$ cat src/rtl/hs_npu_csr_master.sv
// hs_npu_csr_master: turns single CSR commands into AXI4-lite transactions.
// Only one transaction is in flight at a time. A per-transaction cycle counter
// aborts a stalled transaction and reports it as a timed-out SLVERR.
//
// Handshake rule for every channel (cmd, aw, w, b, ar, r): a transfer happens
// on a rising clk edge where valid && ready are both high. Once raised, a
// valid and its payload stay unchanged until that transfer. The only
// exception is a timeout abort, which drops the valid. Ready signals are
// plain level indications and never depend on the matching valid.
module hs_npu_csr_master #(
   parameter int unsigned TIMEOUT_CYCLES = 1024,
   parameter logic [2:0]  PROT           = 3'b010
) (
   input  logic        clk,
   input  logic        rst_n,
   // command side
   input  logic        cmd_valid,
   output logic        cmd_ready,
   input  logic        cmd_write,
   input  logic [31:0] cmd_addr,
   input  logic [31:0] cmd_wdata,
   input  logic [3:0]  cmd_wstrb,
   // response side
   output logic        rsp_valid,
   output logic [31:0] rsp_rdata,
   output logic [1:0]  rsp_resp,
   output logic        rsp_timeout,
   // AXI4-lite write address
   output logic        csr_awvalid,
   input  logic        csr_awready,
   output logic [31:0] csr_awaddr,
   output logic [2:0]  csr_awprot,
   // AXI4-lite write data
   output logic        csr_wvalid,
   input  logic        csr_wready,
   output logic [31:0] csr_wdata,
   output logic [3:0]  csr_wstrb,
   // AXI4-lite write response
   input  logic        csr_bvalid,
   output logic        csr_bready,
   input  logic [1:0]  csr_bresp,
   // AXI4-lite read address
   output logic        csr_arvalid,
   input  logic        csr_arready,
   output logic [31:0] csr_araddr,
   output logic [2:0]  csr_arprot,
   // AXI4-lite read data
   input  logic        csr_rvalid,
   output logic        csr_rready,
   input  logic [31:0] csr_rdata,
   input  logic [1:0]  csr_rresp,
   // current FSM state, for observation only
   output logic [2:0]  dbg_state
);

   typedef enum logic [2:0] {
      S_IDLE  = 3'd0,
      S_WADDR = 3'd1,
      S_WRESP = 3'd2,
      S_RADDR = 3'd3,
      S_RDATA = 3'd4,
      S_DONE  = 3'd5
   } state_t;

   localparam logic [15:0] TO_LAST = 16'(TIMEOUT_CYCLES - 1);

   state_t      state_q, state_d;
   logic        run_q;      // low during reset so cmd_ready stays 0 until a clock after release
   logic [31:0] addr_q;
   logic [31:0] wdata_q;
   logic [3:0]  wstrb_q;
   logic        aw_pend_q;
   logic        w_pend_q;
   logic [15:0] cnt_q;
   logic [31:0] rdata_q;
   logic [1:0]  resp_q;
   logic        to_q;

   logic accept, aw_hs, w_hs, b_hs, ar_hs, r_hs, expired, abort;

   assign accept  = cmd_valid   && cmd_ready;
   assign aw_hs   = csr_awvalid && csr_awready;
   assign w_hs    = csr_wvalid  && csr_wready;
   assign b_hs    = csr_bvalid  && csr_bready;
   assign ar_hs   = csr_arvalid && csr_arready;
   assign r_hs    = csr_rvalid  && csr_rready;
   assign expired = (cnt_q == TO_LAST);

   // State register.
   always_ff @(posedge clk or negedge rst_n) begin
      if (!rst_n) state_q <= S_IDLE;
      else        state_q <= state_d;
   end

   // Next-state logic; abort marks a timeout-driven exit to DONE.
   // In the response states a completing handshake beats the timeout so a
   // response the slave has already delivered is never discarded.
   always_comb begin
      state_d = state_q;
      abort   = 1'b0;
      case (state_q)
         S_IDLE: begin
            if (accept) state_d = cmd_write ? S_WADDR : S_RADDR;
         end
         S_WADDR: begin
            if (expired) begin
               abort   = 1'b1;
               state_d = S_DONE;
            end else if ((!aw_pend_q || aw_hs) && (!w_pend_q || w_hs)) begin
               state_d = S_WRESP;
            end
         end
         S_WRESP: begin
            if (b_hs) state_d = S_DONE;
            else if (expired) begin
               abort   = 1'b1;
               state_d = S_DONE;
            end
         end
         S_RADDR: begin
            if (expired) begin
               abort   = 1'b1;
               state_d = S_DONE;
            end else if (ar_hs) begin
               state_d = S_RDATA;
            end
         end
         S_RDATA: begin
            if (r_hs) state_d = S_DONE;
            else if (expired) begin
               abort   = 1'b1;
               state_d = S_DONE;
            end
         end
         S_DONE:  state_d = S_IDLE;
         default: state_d = S_IDLE;
      endcase
   end

   // Command capture and per-channel pending flags for the write address/data pair.
   always_ff @(posedge clk or negedge rst_n) begin
      if (!rst_n) begin
         run_q     <= 1'b0;
         addr_q    <= '0;
         wdata_q   <= '0;
         wstrb_q   <= '0;
         aw_pend_q <= 1'b0;
         w_pend_q  <= 1'b0;
      end else begin
         run_q <= 1'b1;
         if (accept) begin
            addr_q    <= cmd_addr;
            wdata_q   <= cmd_wdata;
            wstrb_q   <= cmd_wstrb;
            aw_pend_q <= cmd_write;
            w_pend_q  <= cmd_write;
         end else if (state_q == S_WADDR) begin
            if (aw_hs || abort) aw_pend_q <= 1'b0;
            if (w_hs  || abort) w_pend_q  <= 1'b0;
         end
      end
   end

   // Transaction age counter: zero on accept, counts every busy cycle.
   always_ff @(posedge clk or negedge rst_n) begin
      if (!rst_n)                 cnt_q <= '0;
      else if (accept)            cnt_q <= '0;
      else if (state_q != S_IDLE) cnt_q <= cnt_q + 16'd1;
   end

   // Response capture: slave response on b/r handshake, SLVERR with zero data on abort.
   always_ff @(posedge clk or negedge rst_n) begin
      if (!rst_n) begin
         rdata_q <= '0;
         resp_q  <= '0;
         to_q    <= 1'b0;
      end else if (accept) begin
         rdata_q <= '0;
         resp_q  <= '0;
         to_q    <= 1'b0;
      end else if (abort) begin
         rdata_q <= '0;
         resp_q  <= 2'b10;
         to_q    <= 1'b1;
      end else if (state_q == S_WRESP && b_hs) begin
         rdata_q <= '0;
         resp_q  <= csr_bresp;
         to_q    <= 1'b0;
      end else if (state_q == S_RDATA && r_hs) begin
         rdata_q <= csr_rdata;
         resp_q  <= csr_rresp;
         to_q    <= 1'b0;
      end
   end

   assign cmd_ready   = run_q && (state_q == S_IDLE);
   assign csr_awvalid = (state_q == S_WADDR) && aw_pend_q;
   assign csr_wvalid  = (state_q == S_WADDR) && w_pend_q;
   assign csr_bready  = (state_q == S_WRESP);
   assign csr_arvalid = (state_q == S_RADDR);
   assign csr_rready  = (state_q == S_RDATA);
   assign csr_awaddr  = addr_q;
   assign csr_araddr  = addr_q;
   assign csr_wdata   = wdata_q;
   assign csr_wstrb   = wstrb_q;
   assign csr_awprot  = PROT;
   assign csr_arprot  = PROT;
   assign rsp_valid   = (state_q == S_DONE);
   assign rsp_rdata   = rdata_q;
   assign rsp_resp    = resp_q;
   assign rsp_timeout = to_q;
   assign dbg_state   = state_q;

endmodule

$ cat config.mk
export PLATFORM = sky130hd
export DESIGN_NAME = hs_npu_csr_master
export DESIGN_NICKNAME = d
export VERILOG_FILES = /design/src/rtl/hs_npu_csr_master.sv
export SDC_FILE = /design/constraint.sdc
export NUM_CORES = 1
export LEC_CHECK = 0
export ABC_AREA = 0
export BUFFER_PORTS_ARGS = -buffer_cell sky130_fd_sc_hd__buf_2
export CORE_MARGIN = 10
export CORE_UTILIZATION = 47
export DETAILED_ROUTE_END_ITERATION = 6
export PLACE_DENSITY_LB_ADDON = 0.1
export REMOVE_ABC_BUFFERS = 1
export SLEW_MARGIN = 0
export SYNTH_ARGS = -nofsm -noshare
export SYNTH_HDL_FRONTEND = slang
export SYNTH_SLANG_ARGS = --single-unit
$ cat constraint.sdc
create_clock -name clk -period 2.1 [get_ports clk]
set_input_delay 0 -clock clk [delete_from_list [all_inputs] [get_ports clk]]
set_output_delay 0 -clock clk [all_outputs]
set_load 0.01 [all_outputs]
# After elaboration in Yosys (flattened, before gate mapping)
# Index checks and enable logic that the tools add are counted.
# Widths: inputs -> output; s select.
[totals]
register_bits = 125
word_cells = 84
inputBits = 113
[classes]
n_reduce_logical = 29
addsub = 1
n_eq_ne = 9
muxes = 34
[ops]
columns = ["op", "count"]
rows = [
  ["$mux 32", 4],
  ["$mux 16", 2],
  ["$mux 3", 8],
  ["$add 16x1->16 const B", 1],
  ["$eq 16x10->1 const B", 1],
  ["$pmux 3 s5", 1],
  ["$mux 1", 13],
  ["$logic_and 1x1->1", 12],
  ["$mux 2", 5],
  ["$reduce_bool 2->1", 4],
  ["$eq 3x2->1 const B", 2],
  ["$eq 3x3->1 const B", 2],
  ["$logic_or 1x1->1", 4],
  ["$reduce_and 2->1", 2],
  ["$reduce_bool 4->1", 1],
  ["$eq 3x1->1 const B", 1],
  ["$logic_not 3->1", 1],
  ["$ne 3x1->1 const B", 1],
  ["$ne 3x3->1 const B", 1],
  ["$pmux 1 s3", 1],
  ["$reduce_and 3->1", 1],
  ["$reduce_bool 3->1", 1],
  ["$logic_not 1->1", 2],
  ["$ne 2x2->1 const B", 1],
  ["$reduce_or 2->1", 1],
]

# Logic depth before layout (Yosys ltp)
# Gate-level depths: netlist of run 1.
[logic_depth]
word_depth = 8
depth_mapped = 7
ltp_nobuf = 5

# Worst setup path before layout of run 1
# OpenSTA, ideal clock, no wires.
[synth_timing]
kind = "reg2reg"
startpoint = "register cnt_q[0]"
endpoint = "register rdata_q[23], in the netlist rsp_rdata[23]"
n_path_buf = 2
setup_time_ns = 0.121
arrival_ns = 1.708
path_stages_with_launch = 8
slack_ns = 0.270
cell_sequence = "dfrtp_1 > ha_1 > nor4b_2 > nand4_1 > a211o_1 > buf_6 > buf_8 > a32o_2"
[synth_between]
elab_chain_cells = 6
elab_cells_between_ends = 8
classes_between = "1 x eq/ne; 6 x mux; 1 x reduce/logical"
[synth_lines]
columns = ["element", "line_no", "source"]
rows = [
  ["start, declared", "74", "logic [15:0] cnt_q;"],
  ["start signal, assigned", "168", "else if (state_q != S_IDLE) cnt_q <= cnt_q + 16'd1;"],
  ["$eq 16x10->1 (*)", "87", "assign expired = (cnt_q == TO_LAST);"],
  ["$mux 1 (*)", "--", ""],
  ["$mux 1, on equally long branches", "129, 114", ""],
  ["$pmux 1 s3 (*)", "101", "case (state_q)"],
  ["$mux 32", "181", "end else if (abort) begin"],
  ["$mux 32", "177", "end else if (accept) begin"],
  ["end signal, assigned", "190", "rdata_q <= csr_rdata;"],
  ["end, declared", "75", "logic [31:0] rdata_q;"],
]
# Mark *: on every way between the ends. The rest lies on a longest branch, timed or not.
# A chain may end at the register's enable or synchronous reset.

# Worst setup path in the final report of run 1
[layout_timing]
startpoint = "register cnt_q[0]"
endpoint = "register rdata_q[12], in the netlist rsp_rdata[12]"
# Same word-level chain as after synthesis.

==> results of run 1 <==
-- cell type report --
type,instances,area share [%]
clock buffers,24,5.63
clock inverters,7,0.777
inverters,5,0.224
multi-input cells,371,23.7
flip-flops and latches,125,37.4
well taps,143,2.14
repair buffers,380,30.2
-- critical path: cells and delay by family, from the launching register on --
kind / cells / cell delay (ns)
flops: 1 / 0.43
fa+ha+maj: 1 / 0.25
buf+inv: 1 / 0.18
simple gates: 2 / 0.40
compound gates: 2 / 0.62
-- placed cells by master, fill, tap and decap left out, types with 5 or more instances in the layout --
cell type / instances
buf_2: 256
nand2_1: 217
dfrtp_1: 124
dlygate4sd3_1: 107
clkbuf_16: 17
a32o_2: 16
a32o_1: 16
buf_4: 13
nor2_1: 9
nand4_1: 8
a21oi_1: 8
o21ai_1: 8
nor3_1: 7
conb_1: 7
nand3_1: 6
clkbuf_1: 5
-- where the power goes --
group / total [uW] / switching, uW / internal, uW / leakage [uW]
clock network: 2660 / 993 / 1670 / 0.000260
registers: 4180 / 772 / 3410 / 0.00161
logic: 4430 / 2490 / 1940 / 0.00273
-- final timing paths --
check	start	cells after the start	end	slack, ns
min	csr_rresp[0]	4	rsp_resp[0]$_DFFE_PN0P_	0.03
max reg2reg	cnt_q[0]$_DFFE_PN0P_	6	rsp_rdata[12]$_DFFE_PN0P_	0.11
min reg2reg	csr_wstrb[2]$_DFFE_PN0P_	2	csr_wstrb[2]$_DFFE_PN0P_	0.47
max in group asynchronous	rst_n	3	cnt_q[6]$_DFFE_PN0P_	1.53
min in group asynchronous	rst_n	3	cnt_q[1]$_DFFE_PN0P_	0.18
max	cnt_q[0]$_DFFE_PN0P_	6	rsp_rdata[12]$_DFFE_PN0P_	0.11
-- sequential cells by signal (all words and copies together) (netlist names) --
signal       cells
csr_wdata       32
rsp_resp         2
rsp_rdata       32
w_pend_q         1
aw_pend_q        1
csr_araddr      32
dbg_state        3
rsp_timeout      1
run_q            1
csr_wstrb        4
cnt_q           16
-- kinds of logic after synthesis --
group,after synthesis,share of synthesized area (%)
AO/OA/AOI/OAI,69,10.3
XOR/XNOR,6,0.945
adder cells (fa/ha/maj),1,0.225
flip-flops,125,56.2
multiplexers,5,0.967
buffers and inverters,75,8.95
other,2,0.135
AND/OR/NAND/NOR,283,22.3
-- per-stage QoR --
step | instance area (um^2) | power, uW
after CTS | 8370 | 11300
after detailed placement | 6760 | 8440
final | 8380 | 11300
after floorplan | 5100 | 6230
after global routing | 8380 | 12000
after global placement | 6760 | 8280
-- metal layers --
metal / up-vias / track usage [%] / share of wire (%)
met5: - / 0 / 0
met2: 286 / 37.6 / 50
met4: 0 / 7.96 / 1.5
met1: 2603 / 25.0 / 37
met3: 24 / 9.98 / 11
li1: 2527 / - / -
-- repair_timing --
item                       in CTS  in global routing
hold endpoints to repair      230                  0
resized for setup               0                  2
hold buffers                  107                  0
setup endpoints to repair       0                  1
==> reports/results.ini, run 1 <==
[place]
post-place-cells=917
pre_cts_slack_ns=0.171
hpwl_um=12900
port_buffers=257
gp_congestion=0.815

[layout]
multi_input_comb_area_mm2=0.00198
n_antenna_cell=0
seqCellArea_mm2=0.00313
finalNonFillerCells=1055
final_nets=1014
fin_util_pct=72.7
nFillCells=817
drive_above_1_share_pct=36.1
area_growth_syn_to_layout_pct=50.6

[sta]
rsz0062_at_grt=false
setup_slack_ns=0.108
hold_violations=0
setup_tns_ns=0
finalCriticalPeriod_ns=1.99
finalSetupViolCount=0
finClkSkew_ns=0.00794
hold_slack_ns=0.0274
slew_headroom_pct=62.9
clock.fmax_mhz=502
period_share_pct=94.8
slew_violations=0
tightestPinTransition_ns=0.556

[floorplan]
dieArea_mm2=0.0166
die_w_um=129
initial_utilization_pct=48.3
rows=39
core_area_mm2=0.0115
ioPinCount=264
die_h_um=129

[yosys]
ys_ff_latch=125
avgSynthCellArea_um2=9.83
yosys.area.top_type_share_pct=56.2
netlist_area_mm2=0.00556
async_flop_share_pct=100
synth_warnings=0
ys_types=56
yosysTopAreaCell=dfrtp_1
netlist_instances=566
synth.most_common_cell=nand2_1
ys.flop_type=dfrtp_1
synth_seq_area_share_pct=56.2
synth_common_cells=217 x nand2_1, 125 x dfrtp_1, 39 x buf_4
synthTopCellsByArea=dfrtp_1 56%, nand2_1 15%, buf_4 5.3%
synth_edf_count=0

[clocking]
numCtsBuffers=17
clockBufferDepth=2
htreeDepth=4
clkTransAtPathRegs_ns=0.05
cts.sinks=125
cts_tree=built
ctsRootBufferMaster=clkbuf_16
postCtsSetupBuffers=0
clkLatencyLatePin_ns=0.41

[global_route]
grt_start_max_net_pins=77
grt_usage_pct=22.5
overflow=0
grt_pass1_vias=5685
grt_pass1_wl_um=29800
antenna_found_initial=0

[route]
wl_per_cell_um=18.0
vias=5440
wl_um=19000
vias_per_cell=5.16
drtIter0Drc=364
drc=0
final_antenna_net_count=0
first_pass_iters=5

[power]
ir_drop_mv=0.837
leakagePower_uw=0.00459
p_per_area_mw_per_mm2=1350

[worst_setup_path]
path_max_fanout=34
crit_path_cell_trace=ha_1 > nor4b_2 > nand4_1 > a211o_1 > buf_12 > a32o_1
cp-end-kind=register
cp_data_arrival_time_ns=2.29
crit_slowest_cell=dfrtp_1
crit_type=register to register
critPathRequiredTime_ns=2.39
max_stage_delay_ns=0.43
startpoint_type=register

[flow_run]
drv_cap=0

[min_path]
hold_class=primary input to register

[outcome]
status=completed

Power figures use the tool's default switching activity.
==> run 2, diff against run 1 <==
- CELL_PAD_IN_SITES_DETAIL_PLACEMENT: not set -> 0
- CELL_PAD_IN_SITES_GLOBAL_PLACEMENT: not set -> 1
- CORE_UTILIZATION: 47 -> 34
==> run 2 against run 1 <==
Net effect: routed wire length decreased by 1.8%; first-iteration DRC count decreased by 23%; largest power group unchanged; flip-flop and latch count unchanged; setup slack got worse by 0.0089 ns; sequential share of layout area decreased by 0.84 points; via count decreased by 3.6%; die area increased by 32%; critical path type unchanged; critical endpoint unchanged.
==> reports/results.ini, run 2 (synthesis gave the netlist of run 1 again) <==
[worst_setup_path]
cp_data_arrival_time_ns=2.30
path_max_fanout=34
critPathRequiredTime_ns=2.39
cp-end-kind=register
crit_path_cell_trace=ha_1 > nor4b_2 > nand4_1 > a211o_1 > buf_12 > a32o_1
r2r-end=rsp_rdata[12]$_DFFE_PN0P_
crit_type=register to register
startpoint_type=register
regToRegSetupSlack_ns=0.1
r2r_start=cnt_q[0]$_DFFE_PN0P_
crit_slowest_cell=dfrtp_1
cp-endpoint=rsp_rdata[12]$_DFFE_PN0P_
max_stage_delay_ns=0.42
startpoint=cnt_q[0]$_DFFE_PN0P_
r2r_cells=6

[floorplan]
ioPinCount=264
die_h_um=148
initial_utilization_pct=34.9
rows=46
core_area_mm2=0.0159
die_w_um=148
dieArea_mm2=0.0219

[min_path]
whs_path_depth=4
hold_class=primary input to register

[route]
final_antenna_net_count=0
first_pass_iters=4
drc=0
vias_per_cell=4.64
drtIter0Drc=282
wl_um=18700
wl_per_cell_um=16.5
vias=5243

[place]
post-place-cells=992
pre_cts_slack_ns=0.134
hpwl_um=13200
port_buffers=257
gp_congestion=0.790

[sta]
finalCriticalPeriod_ns=2.00
slew_violations=0
slew_headroom_pct=51.2
hold_slack_ns=0.0290
tightestPinTransition_ns=0.732
hold_violations=0
setup_tns_ns=0
setup_slack_ns=0.0996
finClkSkew_ns=0.00743
period_share_pct=95.3
finalSetupViolCount=0
rsz0062_at_grt=false
clock.fmax_mhz=500

[clocking]
clkLatencyLatePin_ns=0.41
clkTransAtPathRegs_ns=0.06
numCtsBuffers=17
cts.sinks=125
clockBufferDepth=2
cts_tree=built
htreeDepth=4
ctsRootBufferMaster=clkbuf_16

[layout]
area_growth_syn_to_layout_pct=54.0
nFillCells=1436
seqCellArea_mm2=0.00313
final_nets=1016
finalNonFillerCells=1131
drive_above_1_share_pct=36.6
n_antenna_cell=0
fin_util_pct=53.7
layout_commonest_cell=buf_2
layout_common_cells=256 x buf_2, 217 x nand2_1, 125 x dfrtp_1
multi_input_comb_area_mm2=0.00198

[global_route]
grt_usage_pct=16.9
grt_pass1_wl_um=30000
antenna_found_initial=0
grt_pass1_vias=5648
grt_start_max_net_pins=126
overflow=0

[power]
ir_drop_mv=0.698
p_per_area_mw_per_mm2=1360
leakagePower_uw=0.00464

[outcome]
status=completed

[flow_run]
drv_cap=0

[run 2: changes by cell type in the layout (fill, tap and decap cells not counted), sizes merged]
cell	delta
clkbuf	-6
bufinv	+3
buf	+2
clkinv	+2
clkinvlp	+1
inv	+1
[run 2: what timing repair did]
item	CTS	global route
endpoints found under the setup margin	0	1
endpoints found under the hold margin	230	0
hold buffers	107	0
resized for setup	0	1
setup buffers	0	0
[run 2: where the power goes]
| part | internal (uW) | leakage, uW | switching [uW] | total (uW) |
|---|---|---|---|---|
| combinational | 1950 | 0.00274 | 2460 | 4410 |
| sequential | 3410 | 0.00161 | 725 | 4130 |
| clock | 1990 | 0.000296 | 1090 | 3070 |
| total | 7350 | 0.00464 | 4270 | 11600 |
[run 2: stage by stage]
| step | area, um^2 | power, uW |
|---|---|---|
| global placement | 6870 | 8370 |
| global route | 8570 | 12500 |
| finish | 8570 | 11600 |
| detailed placement | 6870 | 8440 |
| CTS | 8560 | 11800 |
| floorplan | 5100 | 6230 |
[run 2: layout make-up]
cell class / instances / area share, %
well taps: 216 / 3.16
flip-flops and latches: 125 / 36.5
repair buffers: 382 / 29.7
clock inverters: 14 / 2.25
clock buffers: 18 / 5.01
inverters: 5 / 0.219
multi-input cells: 371 / 23.1
[run 2: critical path: cells and delay by family, from the launching register on]
| family | cells | cell delay, ns |
|---|---|---|
| and+or+nand+nor | 2 | 0.41 |
| AOI/OAI and AO/OA | 2 | 0.62 |
| adders and majority gates | 1 | 0.25 |
| DFF | 1 | 0.42 |
| buffers and inverters | 1 | 0.18 |
[run 2: how the worst min path moves through the flow]
stage / start / end / slack (ns)
after floorplan: rst_n / aw_pend_q$_DFFE_PN0P_ / -0.30
after global placement: rst_n / run_q$_DFF_PN0_ / 0.17
after detailed placement: rst_n / run_q$_DFF_PN0_ / 0.18
after CTS: cmd_valid / aw_pend_q$_DFFE_PN0P_ / 0.02
after global routing: csr_rresp[1] / rsp_resp[1]$_DFFE_PN0P_ / 0.04
final: cmd_valid / aw_pend_q$_DFFE_PN0P_ / 0.03
[run 2: per-layer routing]
metal | up-vias | share of wire, % | GRT usage [%] | routed length (um)
li1 | 2537 | - | - | -
met1 | 2474 | 42 | 19.8 | 7880
met2 | 208 | 46 | 27.2 | 8650
met3 | 24 | 9.7 | 7.39 | 1810
met4 | 0 | 1.8 | 5.70 | 330
met5 | - | 0 | 0 | 0
